$ cat config.mk
export PLATFORM = sky130hd
export DESIGN_NAME = diff_scan_unit
export DESIGN_NICKNAME = d
export VERILOG_FILES = /design/src/rtl/diff_pkg.sv /design/src/rtl/diff_chunk_scan.sv /design/src/rtl/diff_scan_unit.sv
export SDC_FILE = /design/constraint.sdc
export NUM_CORES = 1
export LEC_CHECK = 0
export ABC_CLOCK_PERIOD_IN_PS = 6650
export CAP_MARGIN = 20
export CORE_UTILIZATION = 51
export CTS_CLUSTER_DIAMETER = 50
export DETAILED_ROUTE_END_ITERATION = 16
export PLACE_DENSITY = 0.92
export SYNTH_ARGS = -nofsm -noshare
export SYNTH_HDL_FRONTEND = slang
export SYNTH_HIERARCHICAL = 1
export SYNTH_SLANG_ARGS = --single-unit
$ cat constraint.sdc
create_clock -name clk -period 6.65 [get_ports clk]
set_clock_uncertainty 0.05 [all_clocks]
set_input_delay 1.33 -clock clk [delete_from_list [all_inputs] [get_ports clk]]
set_output_delay 1.33 -clock clk [all_outputs]
set_load 0.05 [all_outputs]
$ cat src/rtl/diff_pkg.sv
// -----------------------------------------------------------------------------
// diff_pkg
// Shared definitions for the diff_scan_unit slice:
//   - mode encodings (MODE_LOW / MODE_HIGH / MODE_POP; 2'b11 executes as LOW)
//   - FSM state type (IDLE / SCAN / DONE)
//   - calc_rw(): result width derivation, $clog2(WIDTH)+1, which is wide
//     enough to hold both the WIDTH sentinel and a full popcount.
// -----------------------------------------------------------------------------
package diff_pkg;

  localparam logic [1:0] MODE_LOW  = 2'b00;
  localparam logic [1:0] MODE_HIGH = 2'b01;
  localparam logic [1:0] MODE_POP  = 2'b10;

  typedef enum logic [1:0] {
    IDLE = 2'd0,
    SCAN = 2'd1,
    DONE = 2'd2
  } state_t;

  function automatic int calc_rw(input int width);
    return $clog2(width) + 1;
  endfunction

endpackage

$ cat src/rtl/diff_chunk_scan.sv
// -----------------------------------------------------------------------------
// diff_chunk_scan
// Combinational analysis of one CHUNK-bit slice of the XOR word.
// Ports:
//   chunk   in   CHUNK bits of the XOR word
//   any     out  at least one bit of the chunk is set
//   lo_idx  out  index of the lowest set bit within the chunk (0 if none)
//   hi_idx  out  index of the highest set bit within the chunk (0 if none)
//   popcnt  out  number of set bits in the chunk
// -----------------------------------------------------------------------------
module diff_chunk_scan #(
  parameter  int CHUNK = 8,
  localparam int IW    = (CHUNK > 1) ? $clog2(CHUNK) : 1,
  localparam int PCW   = $clog2(CHUNK) + 1
) (
  input  logic [CHUNK-1:0] chunk,
  output logic             any,
  output logic [IW-1:0]    lo_idx,
  output logic [IW-1:0]    hi_idx,
  output logic [PCW-1:0]   popcnt
);

  always_comb begin
    // NOTE: every output gets a default before the loops; otherwise a path
    // that never assigns it would infer a latch.
    any    = |chunk;
    lo_idx = '0;
    hi_idx = '0;
    popcnt = '0;
    // Downward walk: the last hit written is the lowest set bit.
    for (int i = CHUNK - 1; i >= 0; i--) begin
      if (chunk[i]) lo_idx = IW'(i);
    end
    // Upward walk: the last hit written is the highest set bit.
    for (int i = 0; i < CHUNK; i++) begin
      if (chunk[i]) hi_idx = IW'(i);
      popcnt = popcnt + PCW'(chunk[i]);
    end
  end

endmodule

$ cat src/rtl/diff_scan_unit.sv
// -----------------------------------------------------------------------------
// diff_scan_unit
// Multi-cycle bit-difference unit. Captures x = in1 ^ in2 and scans it CHUNK
// bits per cycle to report the lowest differing bit (LOW), the highest
// differing bit (HIGH) or the Hamming distance (POP). LOW/HIGH report WIDTH
// when the operands are identical.
// Ports:
//   clk, rst_n           clock, asynchronous active-low reset
//   in_valid / in_ready  operand handshake (in_ready high only in IDLE)
//   in1, in2             WIDTH-bit operands
//   mode                 00 LOW, 01 HIGH, 10 POP, 11 treated as LOW
//   out_valid/out_ready  result handshake (out_valid high only in DONE)
//   result               bit index, WIDTH sentinel, or popcount
//   eq                   operands were identical
// Configuration macro:
//   DIFF_SCAN_EARLY_EXIT_EN  when defined, LOW/HIGH finish on the cycle that
//                            finds the first non-zero chunk; otherwise every
//                            operation takes exactly NCHUNK scan cycles.
// -----------------------------------------------------------------------------
module diff_scan_unit
  import diff_pkg::*;
#(
  parameter int WIDTH = 32,
  parameter int CHUNK = 8
) (
  input  logic                      clk,
  input  logic                      rst_n,
  input  logic                      in_valid,
  output logic                      in_ready,
  input  logic [WIDTH-1:0]          in1,
  input  logic [WIDTH-1:0]          in2,
  input  logic [1:0]                mode,
  output logic                      out_valid,
  input  logic                      out_ready,
  output logic [calc_rw(WIDTH)-1:0] result,
  output logic                      eq
);

  localparam int NCHUNK = WIDTH / CHUNK;
  localparam int RW     = calc_rw(WIDTH);
  localparam int PW     = (NCHUNK > 1) ? $clog2(NCHUNK) : 1;
  localparam int IW     = (CHUNK > 1) ? $clog2(CHUNK) : 1;
  localparam int PCW    = $clog2(CHUNK) + 1;

  state_t           state_q, state_d;
  logic [WIDTH-1:0] x_q;
  logic [1:0]       mode_q;
  logic [PW-1:0]    ptr_q;
  logic             found_q;
  logic [RW-1:0]    idx_q;
  logic [RW-1:0]    count_q;

  // ---------------------------------------------------------------------------
  // Current chunk analysis
  // ---------------------------------------------------------------------------
  logic [CHUNK-1:0] chunk;
  logic             c_any;
  logic [IW-1:0]    c_lo, c_hi;
  logic [PCW-1:0]   c_pop;

  assign chunk = x_q[int'(ptr_q)*CHUNK +: CHUNK];

  diff_chunk_scan #(.CHUNK(CHUNK)) u_chunk_scan (
    .chunk  (chunk),
    .any    (c_any),
    .lo_idx (c_lo),
    .hi_idx (c_hi),
    .popcnt (c_pop)
  );

  logic          is_high, is_pop, hit, last_chunk, scan_done, found_nx;
  logic [RW-1:0] idx_nx, count_nx;

  always_comb begin
    is_high    = (mode_q == MODE_HIGH);
    is_pop     = (mode_q == MODE_POP);
    // Only the first non-zero chunk in scan order may set the index.
    hit        = c_any && !found_q && !is_pop;
    found_nx   = found_q | hit;
    idx_nx     = hit ? RW'(int'(ptr_q)*CHUNK) + RW'(is_high ? c_hi : c_lo) : idx_q;
    count_nx   = count_q + RW'(c_pop);
    last_chunk = is_high ? (ptr_q == '0) : (ptr_q == PW'(NCHUNK - 1));
`ifdef DIFF_SCAN_EARLY_EXIT_EN
    scan_done  = last_chunk || hit;
`else
    scan_done  = last_chunk;
`endif
  end

  // ---------------------------------------------------------------------------
  // FSM
  // ---------------------------------------------------------------------------
  always_ff @(posedge clk or negedge rst_n) begin
    // NOTE: sequential state uses non-blocking assignments so every register
    // samples pre-edge values regardless of process ordering.
    if (!rst_n) state_q <= IDLE;
    else        state_q <= state_d;
  end

  always_comb begin
    state_d   = state_q;
    in_ready  = 1'b0;
    out_valid = 1'b0;
    case (state_q)
      IDLE: begin
        in_ready = 1'b1;
        if (in_valid) state_d = SCAN;
      end
      SCAN: begin
        if (scan_done) state_d = DONE;
      end
      DONE: begin
        out_valid = 1'b1;
        if (out_ready) state_d = IDLE;
      end
      default: state_d = IDLE;
    endcase
  end

  // ---------------------------------------------------------------------------
  // Datapath: operand capture, pointer, accumulators, held result
  // ---------------------------------------------------------------------------
  always_ff @(posedge clk or negedge rst_n) begin
    // NOTE: every datapath register is reset (there is no memory here), so
    // result and eq can never be X, even before the first operation.
    if (!rst_n) begin
      x_q     <= '0;
      mode_q  <= MODE_LOW;
      ptr_q   <= '0;
      found_q <= 1'b0;
      idx_q   <= '0;
      count_q <= '0;
      result  <= '0;
      eq      <= 1'b0;
    end else begin
      case (state_q)
        IDLE: begin
          if (in_valid) begin
            x_q     <= in1 ^ in2;
            mode_q  <= (mode == MODE_HIGH || mode == MODE_POP) ? mode : MODE_LOW;
            ptr_q   <= (mode == MODE_HIGH) ? PW'(NCHUNK - 1) : '0;
            found_q <= 1'b0;
            idx_q   <= '0;
            count_q <= '0;
          end
        end
        SCAN: begin
          found_q <= found_nx;
          idx_q   <= idx_nx;
          count_q <= count_nx;
          ptr_q   <= is_high ? ptr_q - PW'(1) : ptr_q + PW'(1);
          // Result is frozen on entry to DONE so it is stable under backpressure.
          if (scan_done) begin
            result <= is_pop ? count_nx : (found_nx ? idx_nx : RW'(WIDTH));
            eq     <= (x_q == '0);
          end
        end
        default: ;
      endcase
    end
  end

endmodule

==> metrics <==
outcome=finished clean; final weighted congestion of routability-driven global placement=0.970; FF-to-FF End=result[5]; area growth from synthesis to layout=27.5%; HPWL reported at the end of detailed placement=6.13 mm; Worst Path Max Fanout=15; per-cell via count in the routed design=5.83; post-detailed-route count of antenna-violating nets=0; most frequently used cell type in the post-synthesis netlist=sky130_fd_sc_hd__dfrtp_1; max cap viols=0; number of distinct library cell variants in the gate-level netlist after synthesis=51; setup slack of the worst register-to-register path=1450 ps; fraction of registers with async set or reset after synthesis=1.00; pins over their slew limit=0; H-tree depth reported by CTS=3; row count=29; warning count from the yosys run=6; number of gates given a new drive strength after cts=0; most used routing layer in global routing=met2; netlist area before placement=3490 um^2; total clock sinks=58; CTS tree=done; floorplan core area=6460 um^2; clock tree root driver cell=sky130_fd_sc_hd__clkbuf_8; final antenna diode count=0; worst-case headroom to the max-slew limit=0.516; via total after detailed routing=2980; pre-CTS setup slack=1470 ps; worst path setup slack after routing=1450 ps; CTS clk-pin slew, worst paths=70 ps; sequential-to-total area share from yosys stat=0.416; PortBufs=78; initial antenna violation count=0; total grt overflow=0; maximum frequency from static timing analysis=192 MHz; slew at the pin closest to its max-slew limit=726 ps; Routed WL per cell=15.8 um; post-route core utilization=0.688; Total Neg Setup Slack=0 ps; type of the setup path with the least slack=flop to flop; total area of sequential cells=1450 um^2; via count of the first global-routing pass=3108; Register-to-Register Path Depth=15; most frequent cells after synthesis=sky130_fd_sc_hd__dfrtp_1 (58), sky130_fd_sc_hd__nand2_1 (55), sky130_fd_sc_hd__o21ai_0 (42); length of the first detailed-routing pass in iterations=13; number of instances in the synthesized netlist=357; endpoint arrival time on the critical path=5400 ps; clock latency on the worst-skew pair=340 ps; Filler Cells Inserted=486; mean post-synth cell area=9.76 um^2; final count of hold timing violations=0; die footprint=7170 um^2; post-CTS setup buffers=0; total nets after synthesis=440; final setup violation count=0; drt total wl=8.09 mm; share of the clock period used by the worst path after layout=0.782; number of enable flip-flop cells after synthesis=0; total I/O pin count=79; Required @ worst endpoint=6850 ps; wire length of the first global-routing pass=14.0 mm; Hold-fix buffers, CTS=0; global-route track usage on met3=0.0472; cell accounting for the most synthesized area=sky130_fd_sc_hd__dfrtp_1; critical path capture point type=flop; Tot GR Track Use=0.255; post-route DRC violation count=0; layout cells sized above 1=0.0876; area of the multi-input gates=1840 um^2; path category of the worst min-delay check=flop to flop; portion of synthesized cell area occupied by the leading cell type=0.416; dominant synthesized flop cell=sky130_fd_sc_hd__dfrtp_1; pin count of the biggest net entering global routing=76; r2r startpoint=ptr_q[0]; buffer levels on the longest clock path=2; critical path endpoint=result[5]; height of the die=84.7 um; setup repair after global routing missed its margin=false; TritonCTS Buffers=9; Detailed Route Iter0 Violations=236; routing usage on met2=0.443; type of element launching the critical path=flop; Critical path origin=ptr_q[0]; minimum clock period after layout=5200 ps; number of nets in the layout=512; met1 Usage GRT=0.290; biggest area contributors in the synthesized netlist=sky130_fd_sc_hd__dfrtp_1 (42%), sky130_fd_sc_hd__xnor2_1 (9.0%), sky130_fd_sc_hd__o21ai_0 (6.0%), sky130_fd_sc_hd__nand2_1 (5.9%), sky130_fd_sc_hd__mux4_2 (5.2%); flops & latches, synth=58; effective utilization at floorplan=0.540; horizontal die dimension=84.7 um
worst max-delay path, stage by stage, from the launching register on:
cell and delay [ps]:
sky130_fd_sc_hd__dfrtp_1 790, sky130_fd_sc_hd__mux4_2 640, sky130_fd_sc_hd__inv_1 150, sky130_fd_sc_hd__fa_1 470, sky130_fd_sc_hd__fa_1 520, sky130_fd_sc_hd__fa_1 400, sky130_fd_sc_hd__inv_1 70, sky130_fd_sc_hd__ha_1 160
sky130_fd_sc_hd__inv_1 60, sky130_fd_sc_hd__fa_1 390, sky130_fd_sc_hd__xnor2_1 150, sky130_fd_sc_hd__ha_1 360, sky130_fd_sc_hd__nand3_1 130, sky130_fd_sc_hd__o211ai_1 390, sky130_fd_sc_hd__mux2i_1 150, sky130_fd_sc_hd__o31ai_1 240
state kept, by name, summed over array words and instances (netlist names):
signal / flops
eq: 1
mode_q: 2
result: 6
x_q: 32
found_q: 1
state_q: 2
count_q: 6
ptr_q: 2
idx_q: 6
per-layer routing:
metal,vias to the layer above,wire length (um)
li1,1397,-
met3,32,466
met4,0,278
met2,149,4240
met1,1402,3100
met5,-,0
cell type report:
type,instances,area share
inverters,21,0.0177
clock buffers,14,0.0389
clock inverters,2,0.00225
repair buffers,80,0.178
flip-flops and latches,58,0.327
multi-input cells,259,0.415
well taps,77,0.0217
placed cells by master, fill, tap and decap left out, types with 3 or more instances in the layout:
master / synthesis / routed
sky130_fd_sc_hd__ha_1: 8 / 8
sky130_fd_sc_hd__o21ai_0: 42 / 42
sky130_fd_sc_hd__nor4_1: 8 / 8
sky130_fd_sc_hd__xnor2_1: 36 / 36
sky130_fd_sc_hd__o31ai_1: 8 / 8
sky130_fd_sc_hd__inv_1: 20 / 20
sky130_fd_sc_hd__nand2_1: 55 / 55
sky130_fd_sc_hd__nor3_1: 4 / 4
sky130_fd_sc_hd__clkdlybuf4s50_1: 0 / 77
sky130_fd_sc_hd__mux4_2: 8 / 8
sky130_fd_sc_hd__o211ai_1: 9 / 9
sky130_fd_sc_hd__o21ai_1: 6 / 6
sky130_fd_sc_hd__nand3_1: 9 / 9
sky130_fd_sc_hd__nand2b_1: 5 / 5
sky130_fd_sc_hd__clkbuf_8: 0 / 12
sky130_fd_sc_hd__a31oi_1: 3 / 3
sky130_fd_sc_hd__nor2_1: 10 / 10
sky130_fd_sc_hd__mux2_2: 3 / 3
sky130_fd_sc_hd__a21oi_1: 7 / 7
sky130_fd_sc_hd__dfrtp_1: 58 / 58
sky130_fd_sc_hd__fa_1: 5 / 5
how the worst min path moves through the flow:
stage | endpoint | cells after the start | slack [ps] | from
3_3_place_gp | idx_q[4] | 1 | 430 | idx_q[4]
2_1_floorplan | idx_q[3] | 1 | 420 | idx_q[3]
3_5_place_dp | idx_q[3] | 1 | 430 | idx_q[3]
4_1_cts | idx_q[3] | 1 | 450 | idx_q[3]
6_report | idx_q[3] | 1 | 450 | idx_q[3]
5_1_grt | idx_q[3] | 1 | 450 | idx_q[3]
metrics by stage:
stage	cells	hold slack [ps]	area [um^2]
floorplan	357	416	3490
global placement	495	425	4260
detailed placement	495	433	4260
CTS	511	447	4440
global route	511	452	4440
finish	511	445	4440
cell families (layout without fill, tap and decap cells):
family	after synthesis	count (layout)	synth area share
AO/OA/AOI/OAI	89	89	0.156
buffers and inverters	40	117	0.0546
multiplexers	14	14	0.0714
XOR/XNOR	37	37	0.0930
flip-flops	58	58	0.416
adder cells (fa/ha/maj)	13	13	0.0574
AND/OR/NAND/NOR	106	106	0.151
Power is left out: the tool's default activity adds up to more than one toggle a clock period on the data nets, which glitch-free logic cannot reach.
